File: src/rtl/fifo_uart_pkg.sv
// -----------------------------------------------------------------------------
// fifo_uart_pkg
// Shared types and constants for the FIFO-drain UART transmitter.
//   fifo_uart_state_t : transmitter FSM state encoding
//   DATA_W            : byte width, matches the upstream 16-entry FIFO
//   FRAME_BITS        : bits per 8N1 frame (start + 8 data + stop)
// -----------------------------------------------------------------------------
package fifo_uart_pkg;

    localparam int DATA_W     = 8;
    localparam int FRAME_BITS = 10;

    typedef enum logic [2:0] {
        IDLE  = 3'd0,
        REQ   = 3'd1,
        WAIT  = 3'd2,
        START = 3'd3,
        DATA  = 3'd4,
        STOP  = 3'd5
    } fifo_uart_state_t;

endpackage

File: src/rtl/fifo_uart_tx_bit_timer.sv
// -----------------------------------------------------------------------------
// uart_bit_timer
// Counts clk cycles within one UART bit period.
//   clk  : clock
//   rst  : synchronous active-high reset
//   clr  : force the count back to 0 (used whenever the FSM is not timing a bit)
//   en   : advance the count
//   tick : high on the last cycle of each bit period
// -----------------------------------------------------------------------------
module uart_bit_timer #(
    parameter int CLKS_PER_BIT = 16
) (
    input  logic clk,
    input  logic rst,
    input  logic clr,
    input  logic en,
    output logic tick
);

    localparam int CNT_W = (CLKS_PER_BIT > 1) ? $clog2(CLKS_PER_BIT) : 1;
    localparam logic [CNT_W-1:0] LAST = CNT_W'(CLKS_PER_BIT - 1);

    logic [CNT_W-1:0] cnt_q;

    // Wrapping at LAST means every new bit (and therefore every timed state
    // entered on a tick) starts again from 0.
    always_ff @(posedge clk) begin
        if (rst || clr) begin
            cnt_q <= '0;
        end else if (en) begin
            cnt_q <= (cnt_q == LAST) ? '0 : cnt_q + CNT_W'(1);
        end
    end

    assign tick = en && (cnt_q == LAST);

endmodule

File: src/rtl/fifo_uart_tx.sv
// -----------------------------------------------------------------------------
// fifo_uart_tx
// Drains the 16-entry byte FIFO one byte at a time and sends each byte as an
// 8N1 UART frame, LSB first.
//   clk, rst    : clock, synchronous active-high reset
//   fifo_empty  : FIFO empty flag
//   fifo_full   : FIFO full flag
//   fifo_wr     : copy of the FIFO write strobe (a write wins over our pop)
//   fifo_dout   : FIFO registered read data, valid the cycle after the pop
//   fifo_rd     : pop request, high only in REQ
//   tx          : serial line, idle high, driven from a flop
//   busy        : high whenever the FSM is not IDLE
//   byte_done   : one-cycle pulse on the last stop-bit cycle
//
// state | meaning
// IDLE  | line idle, waiting for the FIFO to become non-empty
// REQ   | pop issued; falls back to IDLE if a concurrent write blocks it
// WAIT  | popped byte appears on fifo_dout, load shift register
// START | start bit (tx=0)
// DATA  | eight data bits, LSB first
// STOP  | stop bit (tx=1), byte_done on its final cycle
// -----------------------------------------------------------------------------
module fifo_uart_tx
    import fifo_uart_pkg::*;
#(
    parameter int CLKS_PER_BIT = 16
) (
    input  logic              clk,
    input  logic              rst,
    input  logic              fifo_empty,
    input  logic              fifo_full,
    input  logic              fifo_wr,
    input  logic [DATA_W-1:0] fifo_dout,
    output logic              fifo_rd,
    output logic              tx,
    output logic              busy,
    output logic              byte_done
);

    fifo_uart_state_t    state_q;
    logic [DATA_W-1:0]   shreg_q;
    logic [2:0]          bit_idx_q;
    logic                tx_q;
    logic                tick;
    logic                timing;
    logic                pop_ok;

    // The FIFO ignores a read in any cycle where it accepts a write, so a pop
    // only counts when no write is landing at the same edge.
    assign pop_ok = !fifo_empty && !(fifo_wr && !fifo_full);

    // Timer only runs in the bit-timed states; holding it cleared elsewhere
    // makes START always begin from a zero count.
    assign timing = (state_q == START) || (state_q == DATA) || (state_q == STOP);

    uart_bit_timer #(
        .CLKS_PER_BIT (CLKS_PER_BIT)
    ) u_bit_timer (
        .clk  (clk),
        .rst  (rst),
        .clr  (!timing),
        .en   (timing),
        .tick (tick)
    );

    always_ff @(posedge clk) begin
        if (rst) begin
            state_q   <= IDLE;
            shreg_q   <= '0;
            bit_idx_q <= '0;
            tx_q      <= 1'b1;
        end else begin
            case (state_q)
                IDLE: begin
                    tx_q <= 1'b1;
                    if (!fifo_empty) begin
                        state_q <= REQ;
                    end
                end
                REQ: begin
                    state_q <= pop_ok ? WAIT : IDLE;
                end
                WAIT: begin
                    shreg_q <= fifo_dout;
                    tx_q    <= 1'b0;
                    state_q <= START;
                end
                START: begin
                    if (tick) begin
                        tx_q      <= shreg_q[0];
                        bit_idx_q <= '0;
                        state_q   <= DATA;
                    end
                end
                DATA: begin
                    if (tick) begin
                        if (bit_idx_q == 3'd7) begin
                            tx_q    <= 1'b1;
                            state_q <= STOP;
                        end else begin
                            // tx takes the next bit while the register shifts
                            shreg_q   <= shreg_q >> 1;
                            tx_q      <= shreg_q[1];
                            bit_idx_q <= bit_idx_q + 3'd1;
                        end
                    end
                end
                STOP: begin
                    if (tick) begin
                        state_q <= IDLE;
                    end
                end
                default: begin
                    tx_q    <= 1'b1;
                    state_q <= IDLE;
                end
            endcase
        end
    end

    // Decoded purely from registers, so no input reaches these outputs.
    assign tx        = tx_q;
    assign fifo_rd   = (state_q == REQ);
    assign busy      = (state_q != IDLE);
    assign byte_done = (state_q == STOP) && tick;

endmodule

File: config.mk
export PLATFORM = sky130hd
export DESIGN_NAME = fifo_uart_tx
export DESIGN_NICKNAME = d
export VERILOG_FILES = /design/src/rtl/fifo_uart_pkg.sv /design/src/rtl/fifo_uart_tx_bit_timer.sv /design/src/rtl/fifo_uart_tx.sv
export SDC_FILE = /design/constraint.sdc
export NUM_CORES = 1
export LEC_CHECK = 0
export ABC_AREA = 1
export BUFFER_PORTS_ARGS = -buffer_cell sky130_fd_sc_hd__clkbuf_2
export CAP_MARGIN = 15
export CORE_MARGIN = 2
export CORE_UTILIZATION = 30
export CTS_BUF_LIST = sky130_fd_sc_hd__clkbuf_4
export CTS_CLUSTER_SIZE = 40
export DETAILED_ROUTE_END_ITERATION = 12
export PLACE_DENSITY_LB_ADDON = 0.2
export SYNTH_ARGS = -nofsm -noshare
export SYNTH_HDL_FRONTEND = slang
export SYNTH_SLANG_ARGS = --single-unit
File: constraint.sdc
create_clock -name clk -period 1.3 [get_ports clk]
set_input_delay 0.13 -clock clk [delete_from_list [all_inputs] [get_ports clk]]
set_output_delay 0.13 -clock clk [all_outputs]
set_load 0.02 [all_outputs]
==> flow_summary.json, run 1 <==
{
  "timing.rr.end": "shreg_q[1]$_SDFFE_PP0P_",
  "synth_mux_area_share_pct": 0,
  "tightest_slew_ns": 0.2306,
  "cts_root_buffer": "clkbuf_4",
  "cts_made_buffers": 3,
  "yosys.area_share.simple_pct": 42.27,
  "worst-r2r-cell-count": 9,
  "antenna_found_initial": 0,
  "cts_tree": "built",
  "path_class": "reg2reg",
  "num_rows": 21,
  "finalCritPeriodShare_pct": 107.3,
  "synth_seq_cells": 19,
  "final_cells": 256,
  "path_depth": 9,
  "synth-adder-area-share_pct": 3.436,
  "drt-initial-drc-count": 46,
  "dp_hpwl_um": 1948,
  "path_buf_inv": 2,
  "violations": "setup timing",
  "critPathTopFamily": "flip-flops",
  "drt.antenna.violating_nets": 0,
  "worstSkewPairLatency_ns": 0.29,
  "placedCellCount": 236,
  "post_synth_xor_area_fraction_pct": 0.8018,
  "hold_violations": 0,
  "synthToLayoutAreaGrowth_pct": 56.47,
  "clock-sinks": 19,
  "synth_compound_area_share_pct": 7.904,
  "yosysTopAreaCellShare_pct": 34.82,
  "ctsHoldBuffers": 0,
  "setup_ws_ns": -0.09461,
  "path_cells": "ha_4, ha_4, inv_2, nand3_4, o21ai_4, buf_4, nand2_1, nand2_1, nor2_1",
  "status": "finished, violations left",
  "grt_max_degree": 12,
  "firstDrtPassIters": 4,
  "wl_per_cell_um": 11.41,
  "synthTopCellsByArea": "dfxtp_1 35%, nand2_1 16%, nor2_1 12%",
  "cp-end-kind": "register",
  "whs_ns": 0.1422,
  "cts.clk_slew.worst_paths_ns": 0.12,
  "overflow": 0,
  "holdPathStages": 3,
  "grt_pass1_vias": 1192,
  "pre_cts_ws_ns": -0.08053,
  "seq_power_share_pct": 28.7,
  "tns_ns": -1.064,
  "grt_usage_pct": 15.03,
  "slew_violations": 0,
  "switchingPower_mw": 1.153,
  "ioPinCount": 17,
  "synth_nets": 180,
  "synth_top_family_by_area": "simple AND/OR/NAND/NOR gates",
  "final.min_clock_period_ns": 1.395,
  "drc_errors": 0,
  "switching_share_pct": 42.16,
  "clock.fmax_ghz": 0.7170,
  "finalInstanceArea_um2": 1709,
  "slew_headroom_pct": 84.47,
  "p_per_area_nw_per_um2": 1600,
  "drv_cap": 0,
  "final_nets": 227,
  "dieHeight_um": 64.34,
  "postPlaceCellArea_um2": 1324,
  "setup_viol": 18,
  "rsz0062_at_grt": "yes",
  "crit_required_ns": 1.50,
  "wl_um": 2922,
  "syn_inst": 164,
  "comb_power_share_pct": 60.1,
  "initial_utilization_pct": 31.98,
  "grt_pass1_wl_um": 4981,
  "io_buffers": 16,
  "r2r_start": "bit_idx_q[0]$_SDFFE_PP0P_",
  "ys.warnings.count": 0,
  "die_w_um": 64.34,
  "arrival_ns": 1.60,
  "hold_path.class": "in2reg",
  "cts_max_level": 1,
  "via_count": 1159,
  "start_kind": "register",
  "fp.dieArea_um2": 4140,
  "p_leak_nw": 0.8227,
  "gp_congestion": 0.8474,
  "reg2reg_slack_ns": -0.09,
  "yosysTopAreaCell": "dfxtp_1",
  "syn_avg_cell_area_um2": 6.660,
  "ir_drop_uv": 558.6,
  "via_per_inst": 4.527,
  "num_antenna_cells": 0,
  "drive_above_1_share_pct": 50.48,
  "holdPathEnd": "shreg_q[7]$_SDFFE_PP0P_",
  "synth_cell_types": 22,
  "internal_power_mw": 1.582,
  "slowest_stage": "dfxtp_2",
  "clockPowerShare_pct": 11.2,
  "synth_area_um2": 1092,
  "hp-start": "rst",
  "crit_fanout": 4,
  "fin_skew_ns": 0.002863,
  "cpPeakStageDelay_ns": 0.35,
  "synth-seq-area-share_pct": 34.82,
  "clockBufferDepth": 2,
  "core_area_um2": 3416
}
cell families after synthesis:
family,count (synthesis)
simple gates,103
compound gates,13
flops,19
fa+ha+maj,3
xor+xnor,1
buf+inv,25
sequential cells by signal (all words and copies together) (netlist names):
register and cells:
bit_idx_q 3, shreg_q 8, state_q 3, tx 1, u_bit_timer.cnt_q 4
layout by cell type (no fill, tap or decap), types with 4 or more instances in the layout:
master    count
o21bai_1      4
nand2_4       4
nand2_2      10
nand3_1       4
dfxtp_2       6
inv_1        11
dfxtp_1      12
nor2_1       28
nand3_2       7
nand2_1      37
inv_2         6
buf_4        21
nor2_4        5
clkbuf_2     13
buf_6         8
worst max-delay path by stage:
stage	start	end	slack, ns
after floorplan	bit_idx_q[0]$_SDFFE_PP0P_	shreg_q[3]$_SDFFE_PP0P_	-0.03
after global placement	bit_idx_q[1]$_SDFFE_PP0P_	bit_idx_q[2]$_SDFFE_PP0P_	-0.07
after detailed placement	bit_idx_q[1]$_SDFFE_PP0P_	state_q[0]$_SDFFE_PP0P_	-0.08
after CTS	state_q[0]$_SDFFE_PP0P_	fifo_rd	-0.08
after global routing	state_q[0]$_SDFFE_PP0P_	shreg_q[1]$_SDFFE_PP0P_	-0.20
final	bit_idx_q[0]$_SDFFE_PP0P_	shreg_q[1]$_SDFFE_PP0P_	-0.09
metrics by stage:
step	util, %	total power, mW
after global routing	50.04	2.933
after CTS	45.60	2.431
after detailed placement	38.75	1.781
after global placement	38.75	1.749
after floorplan	-	1.471
final	50.04	2.735
worst register-to-register path, cell delays in order (launching register included):
cell and delay [ns]:
dfxtp_2 0.35, ha_4 0.16, ha_4 0.14, inv_2 0.06, nand3_4 0.10, o21ai_4 0.21, buf_4 0.16, nand2_1 0.04
nand2_1 0.05, nor2_1 0.04
metal layers:
layer	GRT usage [%]	wire length, µm
met5	0	0
met4	4.787	15
met3	1.937	104
met2	29.04	1553
met1	16.77	1249
cell type report:
| class | instances | area [µm²] |
|---|---|---|
| multi-input combinational | 120 | 767.0 |
| clock buffer | 3 | 22.52 |
| timing repair buffer | 46 | 372.9 |
| sequential | 19 | 391.6 |
| inverter | 21 | 92.59 |
| clock inverter | 1 | 5.005 |
| tap | 46 | 57.56 |
| fill | 346 | 1707 |
Yosys cell counts, drive strengths merged:
cell type / instances
nand4: 2
nand2: 51
nor2: 35
o21ai: 4
dfxtp: 19
and3: 1
ha: 3
buf: 4
inv: 20
o21bai: 4
clkinv: 1
a21oi: 5
nand3: 14
xnor2: 1
power by group through the flow:
stage	Combinational (mW)	Clock (mW)	Sequential (mW)
floorplan	0.694	0	0.777
global placement	0.968	0	0.782
detailed placement	0.997	0	0.784
global route	1.79	0.346	0.794
finish	1.64	0.306	0.785
CTS	1.34	0.317	0.776
what timing repair did:
item | 4_1_cts | 5_1_grt
gates resized for setup | 42 | 27
setup endpoints to repair | 19 | 19
gates cloned | 0 | 1
pin swaps | 14 | 20
setup buffers | 10 | 6
(Power assumes the default switching activity.)
==> run 2: changes to the inputs <==
clock period = 1.8 ns   (was 1.3 ns; I/O delays follow)
==> run 2 against run 1 <==
Total power decreased by 49%. Clock-buffer cell count rose by 1. Highest routed layer unchanged. Clock power is 24% lower. The run now ends clean. Via count shrank 14%. Die area is the same. Sequential share of layout area rose by 7.9 points. Utilization fell by 14 points. Non-clock buffer count shrank 28. Critical endpoint is now byte_done.
==> flow_summary.json, run 2 (same netlist as run 1, synthesis figures left out) <==
{
  "status": "completed",
  "wl_met3_um": 94,
  "clock-sinks": 19,
  "seq_power_share_pct": 41.1,
  "fin_util_pct": 36.19,
  "grt_pass1_wl_um": 4022,
  "wl_met2_um": 968,
  "ioPinCount": 17,
  "slew_headroom_pct": 74.29,
  "critPathTopFamily": "flip-flops",
  "num_rows": 21,
  "cts_max_level": 1,
  "slowest_stage": "dfxtp_1",
  "dieHeight_um": 64.34,
  "internal_power_uw": 797.8,
  "drt-initial-drc-count": 36,
  "cpPeakStageDelay_ns": 0.37,
  "via_count": 1001,
  "top_layer_used": "met4",
  "via_per_inst": 4.390,
  "rsz0062_at_grt": "no",
  "drive_above_1_share_pct": 20.33,
  "postPlaceCellArea_um2": 1206,
  "whs_ns": 0.2000,
  "cts_resized": 0,
  "dp_hpwl_um": 1804,
  "final.min_clock_period_ns": 1.667,
  "cts_made_buffers": 3,
  "drc_errors": 0,
  "top_register": "shreg_q",
  "wl_per_cell_um": 9.996,
  "p_per_area_nw_per_um2": 1130,
  "p_leak_nw": 0.6398,
  "core_area_um2": 3416,
  "fin_skew_ns": 0.006061,
  "overflow": 0,
  "fp.dieArea_um2": 4140,
  "grt_max_degree": 13,
  "ir_drop_uv": 268.6,
  "reg_top3": "shreg_q: 8 flops, u_bit_timer.cnt_q: 4 flops",
  "fillers": 393,
  "final_nets": 199,
  "gp_congestion": 0.8570,
  "num_antenna_cells": 0,
  "finalInstanceArea_um2": 1236,
  "pre_cts_ws_ns": 0.2820,
  "comb_power_share_pct": 42.3,
  "die_w_um": 64.34,
  "clockBufferDepth": 2,
  "setup_ws_ns": 0.1328,
  "finalCritPeriodShare_pct": 92.62,
  "clock.fmax_ghz": 0.5998,
  "slew_violations": 0,
  "cp-end-kind": "output port",
  "drt.antenna.violating_nets": 0,
  "cts_setup_buffers": 0,
  "seq_area_um2": 380.4,
  "crit_fanout": 6,
  "clockPowerShare_pct": 16.6,
  "multi_input_area_um2": 594.3,
  "ctsHoldBuffers": 0,
  "hold_path.class": "in2reg",
  "switching_share_pct": 42.87,
  "tns_ns": 0,
  "final_common_cell": "nand2_1",
  "hold_violations": 0,
  "grt_pass1_vias": 943,
  "cts.clk_slew.worst_paths_ns": 0.11,
  "drv_cap": 0,
  "initial_utilization_pct": 31.98,
  "antenna_found_initial": 0,
  "firstDrtPassIters": 5,
  "path_cells": "ha_1, nand3_2, buf_4, nor2_1, clkbuf_2",
  "tightest_slew_ns": 0.3852,
  "cts_root_buffer": "clkbuf_4",
  "arrival_ns": 1.49,
  "start_kind": "register",
  "layout_common_cells": "47 x nand2_1, 34 x nor2_1, 19 x dfxtp_1",
  "largest_register_ffs": 8,
  "crit_required_ns": 1.62,
  "met1_length_um": 1194,
  "synthToLayoutAreaGrowth_pct": 13.17,
  "grt_usage_pct": 12.49,
  "setup_viol": 0,
  "worstSkewPairLatency_ns": 0.30,
  "path_class": "reg2out",
  "switchingPower_uw": 598.6,
  "path_buf_inv": 2,
  "wl_um": 2279,
  "io_buffers": 16,
  "cts_tree": "built"
}
run 2: worst register-to-register path, delay by kind of cell, from the launching register on:
kind / cells / cell delay [ns]
and+or+nand+nor: 2 / 0.19
DFF: 1 / 0.34
buffers and inverters: 2 / 0.27
AOI/OAI and AO/OA: 2 / 0.31
adders and majority gates: 2 / 0.37
run 2: path summary, 6_finish.rpt:
check / from / slack [ns] / endpoint / cells after the start
setup / recovery: u_bit_timer.cnt_q[0]$_SDFFE_PP0N_ / 0.13 / byte_done / 5
hold / removal: rst / 0.20 / shreg_q[2]$_SDFFE_PP0P_ / 3
setup reg to reg: bit_idx_q[0]$_SDFFE_PP0P_ / 0.26 / shreg_q[7]$_SDFFE_PP0P_ / 8
hold reg to reg: u_bit_timer.cnt_q[0]$_SDFFE_PP0N_ / 0.45 / u_bit_timer.cnt_q[0]$_SDFFE_PP0N_ / 1
run 2: area by class of cell:
cell class              instances  share of cell area [%]
multi-input cells             120                   48.08
flip-flops and latches         19                   30.77
repair buffers                 18                   7.692
inverters                      21                   6.376
well taps                      46                   4.656
clock buffers                   4                   2.429
run 2: power groups by stage:
stage	registers, mW	logic, mW	clock network (mW)
floorplan	0.561	0.501	0
global placement	0.583	0.588	0
detailed placement	0.583	0.596	0
CTS	0.573	0.598	0.247
global route	0.584	0.670	0.271
finish	0.574	0.591	0.232
run 2: through the flow:
| stage | instances | total power [mW] |
|---|---|---|
| 3_3_place_gp | 224 | 1.171 |
| 5_1_grt | 228 | 1.525 |
| 2_1_floorplan | 164 | 1.063 |
| 4_1_cts | 228 | 1.418 |
| 6_report | 228 | 1.396 |
| 3_5_place_dp | 224 | 1.179 |
run 2: layer usage:
layer	track usage [%]	vias to the layer above
met5	0	-
met4	6.117	0
met3	2.817	2
met2	19.53	19
met1	16.11	436
li1	-	544
